===== src/rtl/tile_ram_writer_pkg.sv =====
// Shared types and constants for the tile RAM writer: FSM states, the request
// record stored in the FIFO, field widths and display-side RAM select codes.
package tile_ram_writer_pkg;

  localparam int TILE_BITS   = 6;
  localparam int OFFSET_BITS = 6;
  localparam int COLOR_BITS  = 4;
  localparam int ADDR_BITS   = TILE_BITS + OFFSET_BITS;

  // Display-side RAM select codes; MAP means the tileset RAM is being read.
  localparam logic [1:0] MEM_SEL_MAP  = 2'b01;
  localparam logic [1:0] MEM_SEL_CHAR = 2'b11;

  // Last pixel offset inside a tile; a fill ends after writing this one.
  localparam logic [OFFSET_BITS-1:0] PIX_LAST = '1;

  typedef enum logic [1:0] {
    ST_IDLE  = 2'd0,
    ST_WRITE = 2'd1,
    ST_FILL  = 2'd2
  } state_t;

  typedef struct packed {
    logic                   fill;
    logic [TILE_BITS-1:0]   tile;
    logic [OFFSET_BITS-1:0] offset;
    logic [COLOR_BITS-1:0]  data;
  } req_t;

  localparam int REQ_BITS = $bits(req_t);

  // Pixel address inside the tileset RAM; the offset never carries into the tile.
  function automatic logic [ADDR_BITS-1:0] pix_addr(
    input logic [TILE_BITS-1:0]   tile,
    input logic [OFFSET_BITS-1:0] offset
  );
    return {tile, offset};
  endfunction

endpackage


===== src/rtl/tile_ram_writer_if.sv =====
// Request channel into the tile RAM writer: valid/ready handshake carrying one
// single-pixel write or whole-tile fill request per accepted beat.
interface tile_ram_writer_if;
  import tile_ram_writer_pkg::*;

  logic                   req_valid;
  logic                   req_fill;
  logic [TILE_BITS-1:0]   req_tile;
  logic [OFFSET_BITS-1:0] req_offset;
  logic [COLOR_BITS-1:0]  req_data;
  logic                   req_ready;

  modport master (
    output req_valid,
    output req_fill,
    output req_tile,
    output req_offset,
    output req_data,
    input  req_ready
  );

  modport slave (
    input  req_valid,
    input  req_fill,
    input  req_tile,
    input  req_offset,
    input  req_data,
    output req_ready
  );

endinterface


===== src/rtl/tile_req_fifo.sv =====
// Synchronous first-word-fall-through FIFO for buffered write requests.
// DEPTH must be a power of two so the pointers wrap on their own.
module tile_req_fifo #(
  parameter int DEPTH = 4,
  parameter int WIDTH = 17
) (
  input  logic             clk,
  input  logic             rst_n,
  input  logic             push,
  input  logic [WIDTH-1:0] din,
  input  logic             pop,
  output logic [WIDTH-1:0] dout,
  output logic             full,
  output logic             empty
);

  localparam int PTR_W = $clog2(DEPTH);
  localparam int CNT_W = PTR_W + 1;

  logic [WIDTH-1:0] mem [DEPTH];
  logic [PTR_W-1:0] wr_ptr;
  logic [PTR_W-1:0] rd_ptr;
  logic [CNT_W-1:0] count;
  logic             do_push;
  logic             do_pop;

  // Overflow and underflow are blocked here so callers can be sloppy.
  assign do_push = push & ~full;
  assign do_pop  = pop & ~empty;

  assign full  = (count == CNT_W'(DEPTH));
  assign empty = (count == '0);
  assign dout  = mem[rd_ptr];

  // Pointer and occupancy tracking; simultaneous push and pop keeps count.
  always_ff @(posedge clk) begin
    if (!rst_n) begin
      wr_ptr <= '0;
      rd_ptr <= '0;
      count  <= '0;
    end else begin
      if (do_push) wr_ptr <= wr_ptr + 1'b1;
      if (do_pop)  rd_ptr <= rd_ptr + 1'b1;
      case ({do_push, do_pop})
        2'b10:   count <= count + 1'b1;
        2'b01:   count <= count - 1'b1;
        default: count <= count;
      endcase
    end
  end

  // Storage array, no reset needed since empty masks stale entries.
  always_ff @(posedge clk) begin
    if (do_push) mem[wr_ptr] <= din;
  end

endmodule


===== src/rtl/tile_ram_writer.sv =====
// Tileset RAM writer: queues pixel writes and whole-tile fills, then drains
// them into the tileset RAM whenever the display side is not reading it.
//
// state    | meaning
// ---------+-------------------------------------------------------------
// ST_IDLE  | nothing in flight; pops the FIFO head as soon as one exists
// ST_WRITE | single pixel {tile, offset} pending, waits for a free RAM slot
// ST_FILL  | writing pixels 0..63 of a tile, pausing while the RAM is busy
module tile_ram_writer
  import tile_ram_writer_pkg::*;
#(
  parameter int FIFO_DEPTH = 4
) (
  input  logic                  i_clk,
  input  logic                  i_rst_n,
  tile_ram_writer_if.slave      req,
  input  logic [1:0]            i_mem_select,
  output logic [ADDR_BITS-1:0]  o_ram_address,
  output logic [COLOR_BITS-1:0] o_ram_data,
  output logic                  o_ram_wren,
  output logic                  o_busy,
  output logic                  o_fill_done
);

  state_t                 state;
  state_t                 state_nxt;
  req_t                   head;
  req_t                   cur;
  req_t                   push_req;
  logic [OFFSET_BITS-1:0] pix_cnt;
  logic                   fifo_full;
  logic                   fifo_empty;
  logic                   fifo_push;
  logic                   fifo_pop;
  logic                   ram_busy;
  logic                   fill_last;

  assign push_req = '{fill:   req.req_fill,
                      tile:   req.req_tile,
                      offset: req.req_offset,
                      data:   req.req_data};

  assign req.req_ready = ~fifo_full;
  assign fifo_push     = req.req_valid & ~fifo_full;
  assign ram_busy      = (i_mem_select == MEM_SEL_MAP);
  assign fill_last     = (state == ST_FILL) & o_ram_wren & (pix_cnt == PIX_LAST);
  assign o_busy        = (state != ST_IDLE) | ~fifo_empty;

  tile_req_fifo #(
    .DEPTH (FIFO_DEPTH),
    .WIDTH (REQ_BITS)
  ) u_fifo (
    .clk   (i_clk),
    .rst_n (i_rst_n),
    .push  (fifo_push),
    .din   (push_req),
    .pop   (fifo_pop),
    .dout  (head),
    .full  (fifo_full),
    .empty (fifo_empty)
  );

  // FSM state register.
  always_ff @(posedge i_clk) begin
    if (!i_rst_n) state <= ST_IDLE;
    else          state <= state_nxt;
  end

  // Next state, FIFO pop and RAM write port; the write enable follows the
  // RAM select combinationally so a display read blocks the slot instantly.
  always_comb begin
    state_nxt     = state;
    fifo_pop      = 1'b0;
    o_ram_wren    = 1'b0;
    o_ram_address = '0;
    o_ram_data    = '0;
    unique case (state)
      ST_IDLE: begin
        if (!fifo_empty) begin
          fifo_pop  = 1'b1;
          state_nxt = head.fill ? ST_FILL : ST_WRITE;
        end
      end
      ST_WRITE: begin
        o_ram_wren    = ~ram_busy;
        o_ram_address = pix_addr(cur.tile, cur.offset);
        o_ram_data    = cur.data;
        if (!ram_busy) state_nxt = ST_IDLE;
      end
      ST_FILL: begin
        o_ram_wren    = ~ram_busy;
        o_ram_address = pix_addr(cur.tile, pix_cnt);
        o_ram_data    = cur.data;
        if (!ram_busy && (pix_cnt == PIX_LAST)) state_nxt = ST_IDLE;
      end
      default: state_nxt = ST_IDLE;
    endcase
  end

  // Latched request, pixel counter and the one-cycle fill-complete pulse.
  always_ff @(posedge i_clk) begin
    if (!i_rst_n) begin
      cur         <= '0;
      pix_cnt     <= '0;
      o_fill_done <= 1'b0;
    end else begin
      o_fill_done <= fill_last;
      if (fifo_pop) begin
        cur     <= head;
        pix_cnt <= '0;
      end else if ((state == ST_FILL) && o_ram_wren) begin
        pix_cnt <= pix_cnt + 1'b1;
      end
    end
  end

endmodule


===== src/flat_wrapper.sv =====
// flat-port wrapper written by rule: the top's interface ports become plain ports
module tile_ram_writer_flat import tile_ram_writer_pkg::*;
#(
  parameter int FIFO_DEPTH = 4
)
  (i_clk, i_rst_n, i_mem_select, o_ram_address, o_ram_data, o_ram_wren, o_busy, o_fill_done, req_req_valid, req_req_fill, req_req_tile, req_req_offset, req_req_data, req_req_ready);
  tile_ram_writer_if req_i ();
  input  logic i_clk;
  input  logic i_rst_n;
  input  logic [1:0] i_mem_select;
  output logic [ADDR_BITS-1:0] o_ram_address;
  output logic [COLOR_BITS-1:0] o_ram_data;
  output logic o_ram_wren;
  output logic o_busy;
  output logic o_fill_done;
  input wire logic [$bits(req_i.req_valid)-1:0] req_req_valid;
  input wire logic [$bits(req_i.req_fill)-1:0] req_req_fill;
  input wire logic [$bits(req_i.req_tile)-1:0] req_req_tile;
  input wire logic [$bits(req_i.req_offset)-1:0] req_req_offset;
  input wire logic [$bits(req_i.req_data)-1:0] req_req_data;
  output wire logic [$bits(req_i.req_ready)-1:0] req_req_ready;
  assign req_i.req_valid = req_req_valid;
  assign req_i.req_fill = req_req_fill;
  assign req_i.req_tile = req_req_tile;
  assign req_i.req_offset = req_req_offset;
  assign req_i.req_data = req_req_data;
  assign req_req_ready = req_i.req_ready;
  tile_ram_writer #(.FIFO_DEPTH(FIFO_DEPTH)) u_core (.i_clk(i_clk), .i_rst_n(i_rst_n), .req(req_i), .i_mem_select(i_mem_select), .o_ram_address(o_ram_address), .o_ram_data(o_ram_data), .o_ram_wren(o_ram_wren), .o_busy(o_busy), .o_fill_done(o_fill_done));
endmodule

===== config.mk =====
export PLATFORM = sky130hd
export DESIGN_NAME = tile_ram_writer_flat
export DESIGN_NICKNAME = d
export VERILOG_FILES = /design/src/rtl/tile_ram_writer_pkg.sv /design/src/rtl/tile_ram_writer_if.sv /design/src/rtl/tile_req_fifo.sv /design/src/rtl/tile_ram_writer.sv /design/src/flat_wrapper.sv
export SDC_FILE = /design/constraint.sdc
export NUM_CORES = 1
export LEC_CHECK = 0
export ABC_AREA = 1
export CORE_ASPECT_RATIO = 1.2
export CORE_UTILIZATION = 51
export CTS_CLUSTER_SIZE = 20
export DETAILED_ROUTE_END_ITERATION = 8
export GPL_TIMING_DRIVEN = 0
export PLACE_DENSITY = 0.76
export SKIP_CTS_REPAIR_TIMING = 1
export SYNTH_ARGS = -nofsm -noshare
export SYNTH_HDL_FRONTEND = slang
export SYNTH_HIERARCHICAL = 1
export SYNTH_SLANG_ARGS = --single-unit

===== constraint.sdc =====
create_clock -name i_clk -period 1.95 [get_ports i_clk]
set_input_delay 0.2925 -clock i_clk [delete_from_list [all_inputs] [get_ports i_clk]]
set_output_delay 0.2925 -clock i_clk [all_outputs]
set_load 0.1 [all_outputs]

==> results.cfg <==
[placement]
port_buffers = 41
hpwl_mm = 6.031
dpl_worst_slack_ns = -0.9389
placed_area_um2 = 5091
gp_congestion = 0.8019

[global_route]
grt_usage = 0.2131
antenna_found_initial = 0
grt_pass1_wl_mm = 13.92
gr-total-overflow = 0
grt_max_degree = 18
grt_pass1_vias = 2848

[critical_path]
reg2reg_slack_ns = 0.01
crit_path_max_fanout = 7
r2r_cells = 16
endpoint_kind = primary output
reg2reg_to = u_core/u_fifo/count[2]
arrival_ns = 1.72
crit_required_ns = 1.66
r2r-start = u_core/state[0]
start_kind = flop
path_class = flop to primary output

[die]
initial_utilization = 0.5308
rows = 36
io_pins = 42
die_area_um2 = 8908
die_h_um = 103.2
die_w_um = 86.33
core_area_um2 = 8198

[timing]
setup_tns_ns = -0.4259
skew_ns = 0.008178
fmax_ghz = 0.4964
post-route-min-period_ns = 2.014
finalHoldViolCount = 0
period_share = 1.033
drv_slew = 0
worst_pin_slew_ns = 0.9608
setup_viol = 12
worst_slack_ns = -0.06433
slew_headroom = 0.3584
rsz0062_at_grt = true

[clocking]
htree_num_levels = 3
clock_tree.root_cell = clkbuf_8
cts_buffers = 9
cts.path.max_buffers = 2
clk_latency_ns = 0.36
path_clk_slew_ns = 0.09
cts_tree = yes
cts_sinks = 102

[layout]
drive_gt1_frac = 0.2880
diodes = 0
final_cell_mix = nor2_1, edfxtp_1, nand2_1, dfxtp_1, inv_1
nNetsFinal = 527
final_common_cell = nor2_1
area_delta_synth_final_pct = 29.50
design_area_um2 = 5635

[power]
leakagePower_nw = 2.135
total_power_mw = 7.832
power.density_nw_per_um2 = 1390
ir_drop_mv = 0.6359

[status]
violations = negative setup slack
status = finished, violations left

[synthesis]
synth_top_family_by_area = simple AND/OR/NAND/NOR gates
synth-simple-area-share = 0.1590
synth_xor_area_frac = 0.004025
yosys.area_share.adder = 0.03048
netlist_area_um2 = 4352
synthCells = 418
yosysSeqAreaShare = 0.6256
synth_seq_cells = 102
avgSynthCellArea_um2 = 10.41
synth_cell_types = 31
synth-compound-area-share = 0.1179
synth.area.mux_share = 0
syn_nets = 450
synth_warnings = 6

[drt]
drt-initial-drc-count = 182
wire_per_inst_um = 15.77
dr_total_vias = 3193
drc = 0
firstDrtPassIters = 4
final_antenna_net_count = 0
viasPerCell = 5.200
drt_wl_total_mm = 9.680

[hold_path]
holdCritStartpoint = u_core/cur[13]
hold_path_end = u_core/cur[13]
hold_class = flop to flop
hold_path_depth = 2

[run]
maxCapViolCount = 0
==> per-layer routing <==
metal | part of all wire | GRT usage
met1 | 0.41 | 0.2655
met4 | 0.024 | 0.08846
met2 | 0.53 | 0.3730
met3 | 0.031 | 0.03333
met5 | 0 | 0
==> cell type report <==
| cell class | instances | area [um^2] |
|---|---|---|
| Buffer | 15 | 143.9 |
| Clock buffer | 10 | 127.6 |
| Clock inverter | 6 | 38.79 |
| Fill cell | 604 | 2562 |
| Inverter | 39 | 156.4 |
| Multi-Input combinational cell | 262 | 1553 |
| Sequential cell | 102 | 2731 |
| Tap cell | 114 | 142.6 |
| Timing Repair Buffer | 66 | 742.0 |
==> registers in the layout (all words and copies together) (netlist names), named ones only <==
name	count
u_core/u_fifo/count	3
u_core/cur	16
u_core/u_fifo/mem	68
u_core/pix_cnt	6
u_core/o_fill_done	1
u_core/u_fifo/rd_ptr	2
u_core/state	2
u_core/u_fifo/wr_ptr	2
==> synthesized netlist by cell type (all sizes together) <==
library cell  number  share of area
o21ai             53          0.070
a21oi             17          0.022
ha                 9          0.026
nand2             52          0.051
nor3               1         0.0011
dfxtp             34           0.16
nor4               1         0.0014
and3               1         0.0014
xor2               2         0.0040
clkbuf             2         0.0020
o22ai             17          0.024
edfxtp            68           0.47
nand4              1         0.0014
nor2              96          0.091
o21bai             1         0.0017
fa                 1         0.0046
nand3             10          0.012
inv               39          0.035
buf               13          0.026
==> logic make-up after synthesis <==
logic type	count (synthesis)
flip-flops	102
buffers and inverters	54
AO/OA/AOI/OAI	88
adder cells (fa/ha/maj)	10
AND/OR/NAND/NOR	162
XOR/XNOR	2
==> through the flow <==
| step | hold WS (ns) | std cells | util |
|---|---|---|---|
| 6_report | 0.5045 | 614 | 0.6874 |
| 5_1_grt | 0.5359 | 614 | 0.6874 |
| 4_1_cts | 0.5061 | 593 | 0.6413 |
| 3_5_place_dp | 0.4797 | 577 | 0.6210 |
| 3_3_place_gp | 0.4749 | 573 | 0.6125 |
| 2_1_floorplan | 0.3914 | 418 | - |
==> worst max-delay path by stage <==
stage,slack [ns],startpoint,to
6_report,-0.06,u_core/state[1],o_ram_address[6]
4_1_cts,-1.36,u_core/state[1],o_ram_address[6]
5_1_grt,-0.1,u_core/state[1],o_ram_address[6]
3_5_place_dp,-0.94,u_core/state[1],o_ram_address[6]
3_3_place_gp,-0.90,u_core/state[1],o_ram_address[8]
2_1_floorplan,-0.07,u_core/u_fifo/count[1],u_core/u_fifo/mem[0][0]
==> worst max-delay path: stages (launching register included) <==
cell and delay [ns]:
dfxtp_2 0.35, inv_2 0.08, buf_4 0.11, ha_2 0.27, nor2_4 0.06, buf_12 0.15, nor2_4 0.15, buf_12 0.19
==> report_power, final <==
group	switching (mW)	internal, mW	total (mW)
Sequential	0.174	2.70	2.87
Clock	0.700	0.460	1.16
Combinational	2.42	1.38	3.80
Note: power is estimated with default switching activity, not from simulation.
